<file path="src/rtl/irq_controller.sv">
`timescale 1ns / 1ps
`default_nettype none
// +--------------------------------------------------------------------------+
// | Module      : irq_controller                                             |
// | Description : Interrupt source stage ahead of the glue-logic interrupt   |
// |               encoder. Synchronises seven active-low peripheral          |
// |               requests (levels 1-7), latches edge-mode requests until    |
// |               the CPU acknowledges them, applies a CPU-writable mask and |
// |               drives irq_n[6:0]. MASK/PENDING registers are exposed on   |
// |               the 68000 bus with a local DTACK handshake.                |
// | Build option: IRQ_CTRL_NMI_EN - level 7 becomes a non-maskable,          |
// |               edge-triggered input (mask[6] reads 1, writes ignored).    |
// | Revision    : 1.0 - initial release                                      |
// +--------------------------------------------------------------------------+
// Ports
//   clk        in   1  system clock (CPU clock domain)
//   rst        in   1  synchronous active-high reset
//   src_irq_n  in   7  raw async requests, active-low; bit i = level i+1
//   iack_n     in   7  IACK strobes from glue logic, active-low
//   reg_sel_n  in   1  register block select (AS-qualified), active-low
//   reg_addr   in   1  0 = MASK, 1 = PENDING
//   rw         in   1  1 = read, 0 = write
//   lds_n      in   1  lower data strobe; registers sit on D7..D0
//   data_in    in   8  write data
//   data_out   out  8  read data; 8'h00 when not driving a read
//   dtack_n    out  1  register-access DTACK, active-low
//   irq_n      out  7  masked requests to the interrupt encoder, active-low
// Parameters
//   EDGE_MASK    bit i = 1: level i+1 edge-triggered, 0: level-triggered
//   SYNC_STAGES  synchroniser depth on src_irq_n (2..4)

module irq_controller #(
  parameter logic [6:0] EDGE_MASK   = 7'b0000000,
  parameter int         SYNC_STAGES = 2
) (
  input  logic       clk,
  input  logic       rst,
  input  logic [6:0] src_irq_n,
  input  logic [6:0] iack_n,
  input  logic       reg_sel_n,
  input  logic       reg_addr,
  input  logic       rw,
  input  logic       lds_n,
  input  logic [7:0] data_in,
  output logic [7:0] data_out,
  output logic       dtack_n,
  output logic [6:0] irq_n
);

  // Effective edge/level selection: the NMI build forces level 7 to edge mode.
`ifdef IRQ_CTRL_NMI_EN
  localparam logic [6:0] EDGE_EFF = EDGE_MASK | 7'h40;
`else
  localparam logic [6:0] EDGE_EFF = EDGE_MASK;
`endif

  typedef enum logic [0:0] {
    ST_IDLE = 1'b0,
    ST_ACK  = 1'b1
  } bus_state_e;

  // ---------------------------------------------------------------------------
  // Flops and their next-state values
  // ---------------------------------------------------------------------------
  logic [6:0] sync_q [SYNC_STAGES];
  logic [6:0] sync_d [SYNC_STAGES];
  logic [6:0] req_d_q, req_d_d;
  logic [6:0] iack_d_q, iack_d_d;
  logic [6:0] pending_q, pending_d;
  logic [5:0] mask_lo_q, mask_lo_d;
  logic [6:0] irq_n_q, irq_n_d;
  logic       dtack_n_q, dtack_n_d;
  logic [7:0] data_out_q, data_out_d;
  bus_state_e state_q, state_d;

  // ---------------------------------------------------------------------------
  // Combinational helpers
  // ---------------------------------------------------------------------------
  logic [6:0] mask_eff;   // mask as seen by the request path and by reads
  logic [6:0] req;        // synchronised, active-high request
  logic [6:0] edge_set;   // rising edge of the synchronised request
  logic [6:0] iack_fall;  // first clk of an IACK strobe
  logic [6:0] w1c;        // write-one-to-clear bits from a PENDING write
  logic       bus_start;  // IDLE->ACK transition this clk
  logic       wr_mask;
  logic       wr_pend;

  // ---------------------------------------------------------------------------
  // Mask register. In the NMI build bit 6 has no storage and is hard-wired to 1.
  // ---------------------------------------------------------------------------
`ifdef IRQ_CTRL_NMI_EN
  assign mask_eff = {1'b1, mask_lo_q};

  // D7 and D6 are ignored on MASK writes in this build.
  logic unused_data_bits;
  assign unused_data_bits = &{1'b0, data_in[7:6]};
`else
  logic mask_hi_q, mask_hi_d;

  assign mask_eff = {mask_hi_q, mask_lo_q};

  always_comb begin
    mask_hi_d = mask_hi_q;
    if (wr_mask) begin
      mask_hi_d = data_in[6];
    end
  end

  always_ff @(posedge clk) begin
    if (rst) begin
      mask_hi_q <= 1'b0;
    end else begin
      mask_hi_q <= mask_hi_d;
    end
  end

  // D7 is ignored on MASK writes.
  logic unused_data_bits;
  assign unused_data_bits = &{1'b0, data_in[7]};
`endif

  // ---------------------------------------------------------------------------
  // Synchroniser chain. Stage 0 captures the inverted (active-high) request so
  // that a reset chain of zeros means "no request"; a source already held low
  // through reset therefore appears as a fresh edge once reset is released.
  // ---------------------------------------------------------------------------
  always_comb begin
    sync_d[0] = ~src_irq_n;
    for (int k = 1; k < SYNC_STAGES; k++) begin
      sync_d[k] = sync_q[k-1];
    end
  end

  // ---------------------------------------------------------------------------
  // Request path and bus decode
  // ---------------------------------------------------------------------------
  always_comb begin
    req       = sync_q[SYNC_STAGES-1];
    edge_set  = req & ~req_d_q;
    iack_fall = ~iack_n & iack_d_q;

    bus_start = (state_q == ST_IDLE) & ~reg_sel_n & ~lds_n;
    wr_mask   = bus_start & ~rw & ~reg_addr;
    wr_pend   = bus_start & ~rw &  reg_addr;
    w1c       = wr_pend ? data_in[6:0] : 7'h00;

    req_d_d   = req;
    iack_d_d  = iack_n;

    // Level bits simply follow the request. Edge bits set on a rising edge and
    // clear on an acknowledge or W1C; the set term is OR-ed last so a new edge
    // arriving in the same clk as a clear keeps the bit pending.
    pending_d = (~EDGE_EFF & req) |
                ( EDGE_EFF & (edge_set | (pending_q & ~(iack_fall | w1c))));

    mask_lo_d = mask_lo_q;
    if (wr_mask) begin
      mask_lo_d = data_in[5:0];
    end

    irq_n_d = ~(pending_q & mask_eff);
  end

  // ---------------------------------------------------------------------------
  // Bus FSM: IDLE waits for a lower-byte access, ACK holds DTACK and the read
  // data until the select is released. Upper-byte-only accesses are left
  // unanswered so the glue watchdog can terminate them with BERR.
  // ---------------------------------------------------------------------------
  always_comb begin
    state_d    = state_q;
    dtack_n_d  = 1'b1;
    data_out_d = 8'h00;

    case (state_q)
      ST_IDLE: begin
        if (bus_start) begin
          state_d   = ST_ACK;
          dtack_n_d = 1'b0;
          if (rw) begin
            data_out_d = reg_addr ? {1'b0, pending_q} : {1'b0, mask_eff};
          end
        end
      end
      ST_ACK: begin
        if (reg_sel_n) begin
          state_d = ST_IDLE;
        end else begin
          dtack_n_d  = 1'b0;
          data_out_d = data_out_q;
        end
      end
      default: begin
        state_d = ST_IDLE;
      end
    endcase
  end

  // ---------------------------------------------------------------------------
  // State registers
  // ---------------------------------------------------------------------------
  always_ff @(posedge clk) begin
    if (rst) begin
      for (int k = 0; k < SYNC_STAGES; k++) begin
        sync_q[k] <= 7'h00;
      end
      req_d_q    <= 7'h00;
      iack_d_q   <= 7'h00;
      pending_q  <= 7'h00;
      mask_lo_q  <= 6'h00;
      irq_n_q    <= 7'h7F;
      dtack_n_q  <= 1'b1;
      data_out_q <= 8'h00;
      state_q    <= ST_IDLE;
    end else begin
      for (int k = 0; k < SYNC_STAGES; k++) begin
        sync_q[k] <= sync_d[k];
      end
      req_d_q    <= req_d_d;
      iack_d_q   <= iack_d_d;
      pending_q  <= pending_d;
      mask_lo_q  <= mask_lo_d;
      irq_n_q    <= irq_n_d;
      dtack_n_q  <= dtack_n_d;
      data_out_q <= data_out_d;
      state_q    <= state_d;
    end
  end

  assign irq_n    = irq_n_q;
  assign dtack_n  = dtack_n_q;
  assign data_out = data_out_q;

endmodule

`default_nettype wire
</file>
<file path="config.mk">
export PLATFORM = sky130hd
export DESIGN_NAME = irq_controller
export DESIGN_NICKNAME = d
export VERILOG_FILES = /design/src/rtl/irq_controller.sv
export SDC_FILE = /design/constraint.sdc
export NUM_CORES = 1
export LEC_CHECK = 0
export BUFFER_PORTS_ARGS = -buffer_cell sky130_fd_sc_hd__buf_2
export CAP_MARGIN = 20
export CORE_MARGIN = 1
export CORE_UTILIZATION = 52
export CTS_BUF_LIST = sky130_fd_sc_hd__clkbuf_8
export DETAILED_ROUTE_END_ITERATION = 7
export PLACE_DENSITY = 0.8
export SKIP_LAST_GASP = 1
export SYNTH_ARGS = -nofsm -noshare
export SYNTH_HDL_FRONTEND = slang
export SYNTH_SLANG_ARGS = --single-unit
</file>
<file path="constraint.sdc">
create_clock -name clk -period 1.5 [get_ports clk]
set_input_delay 0.3 -clock clk [delete_from_list [all_inputs] [get_ports clk]]
set_output_delay 0.3 -clock clk [all_outputs]
set_load 0.01 [all_outputs]
</file>
Word-level counts from Yosys, hierarchy flattened
Memories as Yosys holds them, arrays and structs flattened. A register that Yosys moved wholly into a read port is not among the register bits.
Cells that the tools add are included.
Word-level totals
  output and inout port bits: 16
  input port bits: 28
  flip-flop bits (word level): 24
  bits in writable memories: 14
  memories kept: 1
Memory list
  sync_q: words 2, width 7, read ports 2, clocked after memory_dff 1, wr ports 2, RTL line 65  | logic [6:0] sync_q [SYNC_STAGES];
Operators by class
  bitwise gates (word level): 14
  eq/ne operators: 1
  mux-type cells: 16
Operators by type and width (count)
  2-to-1 mux 7 bit: 5
  one-hot mux 8 bit (2 select lines): 1
  inverter 7 bit: 2
  2-to-1 mux 8 bit: 1
  bitwise AND 7 bit: 1
  2-to-1 mux 1 bit: 7
  inverter 1 bit: 5
  bitwise AND 1 bit: 4
  one-hot mux 1 bit (2 select lines): 2
  != test 2 bit (second input constant): 1
  bitwise OR 1 bit: 2

Depth between registers and ports, before layout
Gate-level depths: netlist of run 1.
  depth after elaboration: 5
  mapped depth: 4
  gate-level depth less buffers: 3

Worst setup path after synthesis of run 1
OpenSTA, ideal clock, no wires.
  kind: flip-flop to flip-flop
  start point: reg state_q
  end point: reg mask_hi_q
  data required time: 1.428 ns
  setup slack: 0.207 ns
  stages on the path, launching flop included: 4
  arrival: 1.221 ns
  buffers on the path: 0
  setup time: 0.072 ns
  clock period less this slack: 1.293 ns
  cells stage by stage: dfxtp_1 -> or3_4 -> nor3_4 -> mux2i_1
On the way
  cells in the longest elaborated chain, start to end: 5
RTL lines
  start, declared: RTL line 74  | bus_state_e state_q, state_d;
  start signal, assigned: RTL line 225  | state_q <= state_d;
  inverter 1 bit
  bitwise AND 1 bit (2 in series): RTL line 142  | bus_start = (state_q == ST_IDLE) & ~reg_sel_n & ~lds_n;
  bitwise AND 1 bit
  bitwise AND 1 bit: RTL line 143  | wr_mask = bus_start & ~rw & ~reg_addr;
  end signal, assigned: RTL line 113  | mask_hi_q <= mask_hi_d;
  end, declared: RTL line 98  | logic mask_hi_q, mask_hi_d;
No other way between the ends.
A chain may end at the register's enable or synchronous reset.

Worst setup path in the final report of run 1
  start point: reg state_q
  end point: reg mask_lo_q[4]
On the way
  cells in the longest elaborated chain, start to end: 5
RTL lines
  inverter 1 bit
  bitwise AND 1 bit (2 in series): RTL line 142
  bitwise AND 1 bit
  bitwise AND 1 bit: RTL line 143
  end signal, assigned: RTL line 221  | mask_lo_q <= mask_lo_d;
  end, declared: RTL line 70  | logic [5:0] mask_lo_q, mask_lo_d;
No other way between the ends.

==> results of run 1 <==
[power breakdown]
| group | leakage (µW) | switching (µW) | internal, µW |
|---|---|---|---|
| clock | 0.0000538 | 361 | 361 |
| combinational | 0.000332 | 52.7 | 57.9 |
| sequential | 0.000359 | 10.0 | 1200 |
| total | 0.000744 | 423 | 1620 |
[flip-flops by register name (all words and copies together), names as in the netlist]
| register | flops |
|---|---|
| sync_q | 14 |
| pending_q | 7 |
| data_out | 7 |
| irq_n | 7 |
| dtack_n | 1 |
| state_q | 1 |
| mask_hi_q | 1 |
| mask_lo_q | 6 |
[layout make-up]
type,instances,area (µm²),share of cell area (%)
Clock buffer,6,82.58,4.674
Clock inverter,2,7.507,0.4249
Inverter,2,7.507,0.4249
Multi-Input combinational cell,77,545.5,30.88
Sequential cell,44,880.8,49.86
Tap cell,30,37.54,2.125
Timing Repair Buffer,37,205.2,11.61
[final timing paths]
check / startpoint / to / slack, ns / depth (start not counted)
hold / removal: src_irq_n[5] / sync_q[0][5] / 0.15 / 2
setup / recovery: state_q / mask_lo_q[4] / 0.18 / 4
hold reg to reg: pending_q[4] / irq_n[4] / 0.40 / 1
setup reg to reg: state_q / mask_lo_q[4] / 0.18 / 4
[kinds of logic (layout without fill, tap and decap cells)]
| family | Yosys count | count (layout) | synth area share, % |
|---|---|---|---|
| AO/OA/AOI/OAI | 8 | 8 | 4.092 |
| buffers and inverters | 10 | 47 | 2.813 |
| flip-flops | 44 | 44 | 60.02 |
| multiplexers | 14 | 14 | 10.15 |
| other | 1 | 1 | 0.2555 |
| AND/OR/NAND/NOR | 54 | 54 | 22.68 |
[per-layer routing]
layer	vias to the layer above	wire length [µm]	share of wire [%]	track usage [%]
met1	424	1004	44	17.80
met4	0	55	2.4	12.50
met5	-	0	0	0
met3	7	115	5.0	7.377
li1	495	-	-	-
met2	22	1106	48	28.51
[stage by stage]
step / setup slack, ns / instances / instance area, µm² / hold slack [ns]
6_report: 0.1773 / 198 / 1767 / 0.1507
5_1_grt: 0.1183 / 198 / 1767 / 0.1375
4_1_cts: 0.1683 / 198 / 1767 / 0.1443
3_5_place_dp: 0.09216 / 190 / 1677 / 0.3863
3_3_place_gp: 0.1573 / 190 / 1677 / 0.3856
2_1_floorplan: 0.2074 / 131 / 1468 / 0.3724
[synthesized netlist by cell type]
cell type / instances / area, µm²
a22oi_1: 7 / 52.55
buf_1: 1 / 3.750
buf_4: 1 / 7.510
clkbuf_1: 6 / 22.52
conb_1: 1 / 3.750
dfxtp_1: 44 / 880.8
inv_1: 2 / 7.510
mux2_1: 7 / 78.83
mux2i_1: 7 / 70.07
nand2b_1: 14 / 87.58
nand3b_1: 7 / 52.55
nor2_1: 15 / 56.30
nor2b_1: 15 / 93.84
nor3_4: 1 / 16.27
nor4b_2: 1 / 15.01
o21a_1: 1 / 7.510
or3_4: 1 / 11.26
==> flow_summary.rst, run 1 <==
.. list-table::
   :header-rows: 1

   * - Metric
     - Value
   * - Status
     - finished clean
   * - Period Utilization, post-route
     - 88.18%
   * - Crit-path cells
     - or3_4, nor3_4, buf_12, mux2i_1
   * - Launching element type of the critical path
     - flop
   * - Proportion of layout cells with a drive suffix above 1
     - 27.38%
   * - Drt drc
     - 0
   * - LEAKAGE
     - 0.0007443 µW
   * - Global route overflow
     - 0
   * - Maximum fanout along the worst path
     - 7
   * - Critical Path AT
     - 1.54 ns
   * - Largest net degree at the start of global routing
     - 39
   * - Final Wtd Congestion
     - 0.6707
   * - Classification of the worst-slack hold path
     - input pin to flop
   * - Antenna diodes
     - 0
   * - Cells after synthesis
     - 131
   * - Critical path capture point type
     - flop
   * - Via count of the first global-routing pass
     - 815
   * - # setup viols final
     - 0
   * - Number of warnings issued by yosys
     - 0
   * - Die area
     - 3039 µm²
   * - Drt total wl
     - 2.282 mm
   * - Number of nets produced by synthesis
     - 159
   * - Commonest non-fill, non-tap cells in the layout
     - dfxtp_1, buf_2, nor2b_1, nor2_1, nand2b_1
   * - Global-route wire length before repair
     - 3.408 mm
   * - Worst path slowest cell
     - or3_4
   * - Clock input transition at the sequential cells of the worst setup and hold paths
     - 0.07 ns
   * - Iteration count of the initial detailed-routing pass
     - 4
   * - Count of clock tree sinks
     - 44
   * - Count of pins over their slew limit
     - 0
   * - Family with the most delay on the worst path
     - simple AND/OR/NAND/NOR gates
   * - Hold_buf cts
     - 0
   * - Clock insertion delay at the later pin of the skew report
     - 0.29 ns
   * - Fmax
     - 756.0 MHz
   * - Initial Util
     - 57.16%
   * - Syn Area/Cell
     - 11.20 µm²
   * - Std-Cell Rows
     - 18
   * - Area of the core region
     - 2567 µm²
   * - Flip-flop and latch count after synthesis
     - 44
   * - Worst vdd ir
     - 1.117 mV
   * - Number of buffers inserted by post-CTS setup repair
     - 0
   * - Initial detailed-routing violation count
     - 17
   * - Leading cell type in the layout, fill and taps excluded
     - dfxtp_1
   * - CTS tree
     - yes
   * - DR vias/cell
     - 4.788
   * - Largest incremental delay on the critical path
     - 0.40 ns
   * - Number of different library cells in the post-synthesis netlist
     - 17
   * - Total of buffers placed on input and output ports
     - 34
   * - Area Growth Syn to Fin
     - 20.37%
   * - Max-Cap Viols
     - 0
   * - Worst EP required
     - 1.72 ns
   * - Relative slew slack
     - 63.93%
   * - Final Hold Violating Endpoints
     - 0
   * - Cell area power density
     - 1154 nW/µm²
   * - RSZ-0062 raised after global routing
     - false
   * - Antenna violations before repair
     - 0
   * - Total of cells resized after clock tree synthesis
     - 0
   * - Number of CTS-inserted buffers
     - 5
   * - Slew of the pin with the lowest slew margin
     - 0.5399 ns
   * - Die Width
     - 55.13 µm
   * - Remaining antenna violation count
     - 0
   * - Type of the worst setup path
     - flop to flop
   * - Worst path buffer plus inverter count
     - 1
   * - Hpwl dp
     - 1.540 mm
   * - Top Ports
     - 44
   * - Post-synth design cell area
     - 1468 µm²
   * - DR vias
     - 948
   * - Maximum number of buffers from clock root to sink
     - 2
   * - H-tree levels
     - 2
   * - Clock Root Buffer
     - clkbuf_8
   * - Overall fraction of global-route tracks in use
     - 17.45%
   * - Layout filler cell count
     - 188
   * - Final min period
     - 1.323 ns
   * - Final-layout setup total negative slack
     - 0 ns
   * - Die H
     - 55.13 µm
   * - Power, Total
     - 2039 µW
   * - Post-detailed-route wirelength per cell
     - 11.53 µm
   * - End-of-flow core utilization
     - 68.81%
   * - Share of the yosys chip area belonging to registers
     - 60.02%
   * - Net count reported at finish
     - 195
   * - Worst Clk Skew
     - 0.004218 ns
Note: power is estimated with default switching activity, not from simulation.
==> run 2, diff against run 1 <==
Settings changed: PLACE_DENSITY 0.8 to not set, PLACE_DENSITY_LB_ADDON set to 0.2.
==> run 2 against run 1 <==
Against the previous run: highest routed layer unchanged; cell area did not move; combinational power about the same; clock-buffer cell count unchanged; largest power group unchanged; sequential share of layout area is the same; total power shrank 1.2%; utilization did not move.
==> flow_summary.rst, run 2 (same netlist as run 1, synthesis figures left out) <==
.. list-table::
   :header-rows: 1

   * - Metric
     - Value
   * - Layout filler cell count
     - 209
   * - Number of cells in the design after placement
     - 190
   * - Initial Util
     - 57.16%
   * - Area of the core region
     - 2567 µm²
   * - Max reg flops
     - 14
   * - Launch point of the worst reg-to-reg path
     - state_q
   * - R2R Setup Slk
     - 0.22 ns
   * - Final min period
     - 1.281 ns
   * - Count of clock tree sinks
     - 44
   * - Post-route insts no fill
     - 198
   * - Via count of the first global-routing pass
     - 821
   * - Fmax
     - 780.6 MHz
   * - Global route overflow
     - 0
   * - Maximum fanout along the worst path
     - 7
   * - # setup viols final
     - 0
   * - H-tree levels
     - 2
   * - End-of-flow core utilization
     - 68.81%
   * - Drt total wl
     - 2.199 mm
   * - LEAKAGE
     - 0.0007443 µW
   * - Antenna diodes
     - 0
   * - Period Utilization, post-route
     - 85.41%
   * - Termination of the worst setup path
     - mask_lo_q[0]
   * - Iteration count of the initial detailed-routing pass
     - 4
   * - Std-Cell Rows
     - 18
   * - CTS tree
     - yes
   * - Largest net degree at the start of global routing
     - 36
   * - Die Width
     - 55.13 µm
   * - DR vias/cell
     - 4.869
   * - Capturing point of the worst reg2reg path
     - mask_lo_q[0]
   * - DR vias
     - 964
   * - Clock insertion delay at the later pin of the skew report
     - 0.28 ns
   * - Final Hold Violating Endpoints
     - 0
   * - Power, Total
     - 2015 µW
   * - Type of the worst setup path
     - flop to flop
   * - Proportion of layout cells with a drive suffix above 1
     - 27.38%
   * - Worst Clk Skew
     - 0.004059 ns
   * - Launching element type of the critical path
     - flop
   * - Classification of the worst-slack hold path
     - input pin to flop
   * - Area Growth Syn to Fin
     - 20.37%
   * - Commonest non-fill, non-tap cells in the layout
     - dfxtp_1, buf_2, nor2b_1, nor2_1, nand2b_1
   * - Worst vdd ir
     - 0.8101 mV
   * - Cell area power density
     - 1141 nW/µm²
   * - Number of CTS-inserted buffers
     - 5
   * - Maximum number of buffers from clock root to sink
     - 2
   * - Initial detailed-routing violation count
     - 15
   * - Register name with the most flops
     - sync_q
   * - Slew of the pin with the lowest slew margin
     - 0.5718 ns
   * - Die H
     - 55.13 µm
   * - Crit. Startpoint
     - state_q
   * - Number of buffers inserted by post-CTS setup repair
     - 0
   * - Final-layout setup total negative slack
     - 0 ns
   * - Top Ports
     - 44
   * - Overall fraction of global-route tracks in use
     - 16.44%
   * - Hold_buf cts
     - 0
   * - Status
     - finished clean
   * - Clock Root Buffer
     - clkbuf_8
   * - Total of buffers placed on input and output ports
     - 34
   * - Count of pins over their slew limit
     - 0
   * - Hpwl dp
     - 1.497 mm
   * - Drt drc
     - 0
   * - Total of cells resized after clock tree synthesis
     - 0
   * - Post-detailed-route wirelength per cell
     - 11.11 µm
   * - Max-Cap Viols
     - 0
   * - Net count reported at finish
     - 195
   * - Final Wtd Congestion
     - 0.6951
   * - Number of cells on the worst reg-to-reg path
     - 4
   * - Worst EP required
     - 1.71 ns
   * - Number of stages on the worst hold path
     - 2
   * - Critical Path AT
     - 1.49 ns
   * - Leading cell type in the layout, fill and taps excluded
     - dfxtp_1
   * - Critical path capture point type
     - flop
   * - Global-route wire length before repair
     - 3.305 mm
   * - RSZ-0062 raised after global routing
     - false
   * - Die area
     - 3039 µm²
   * - Remaining antenna violation count
     - 0
   * - Relative slew slack
     - 61.80%
   * - Clock input transition at the sequential cells of the worst setup and hold paths
     - 0.07 ns
   * - Antenna violations before repair
     - 0
-- run 2: metrics by stage --
step                      hold slack [ns]  worst slack (ns)  cell area, µm²
after floorplan                    0.3724            0.2074            1468
after global placement             0.3861            0.1577            1677
after detailed placement           0.3875            0.1320            1677
after CTS                          0.1530            0.2059            1767
after global routing               0.1475            0.1562            1767
final                              0.1645            0.2189            1767
-- run 2: how the worst min path moves through the flow --
stage / start / endpoint / slack [ns]
global route: src_irq_n[0] / sync_q[0][0] / 0.15
detailed placement: pending_q[0] / irq_n[0] / 0.39
global placement: pending_q[4] / irq_n[4] / 0.39
CTS: src_irq_n[0] / sync_q[0][0] / 0.15
finish: src_irq_n[1] / sync_q[0][1] / 0.16
floorplan: src_irq_n[0] / sync_q[0][0] / 0.37
-- run 2: critical path, cell delays in order, from the launching register on --
cell and delay (ns):
dfxtp_1 0.34, or3_4 0.40, nor3_4 0.15, buf_12 0.16, mux2i_1 0.17
-- run 2: per-layer routing --
metal  routed length (µm)  global-route usage (%)  vias up
li1                     -                       -      492
met1                  972                   16.15      443
met2                 1093                   29.52       25
met3                  107                   5.738        4
met4                   26                   9.583        0
met5                    0                       0        -
-- run 2: power by group --
group / switching (µW) / total [µW] / internal [µW] / leakage, µW
registers: 10.2 / 1210 / 1200 / 0.000359
logic: 52.8 / 111 / 57.9 / 0.000332
clock network: 336 / 697 / 361 / 0.0000538
-- run 2: layout make-up --
cell class                      count  area [µm²]  share of cell area (%)
Tap cell                           30       37.54                   2.125
Inverter                            2       7.507                  0.4249
Clock inverter                      2       7.507                  0.4249
Timing Repair Buffer               37       205.2                   11.61
Clock buffer                        6       82.58                   4.674
Sequential cell                    44       880.8                   49.86
Multi-Input combinational cell     77       545.5                   30.88
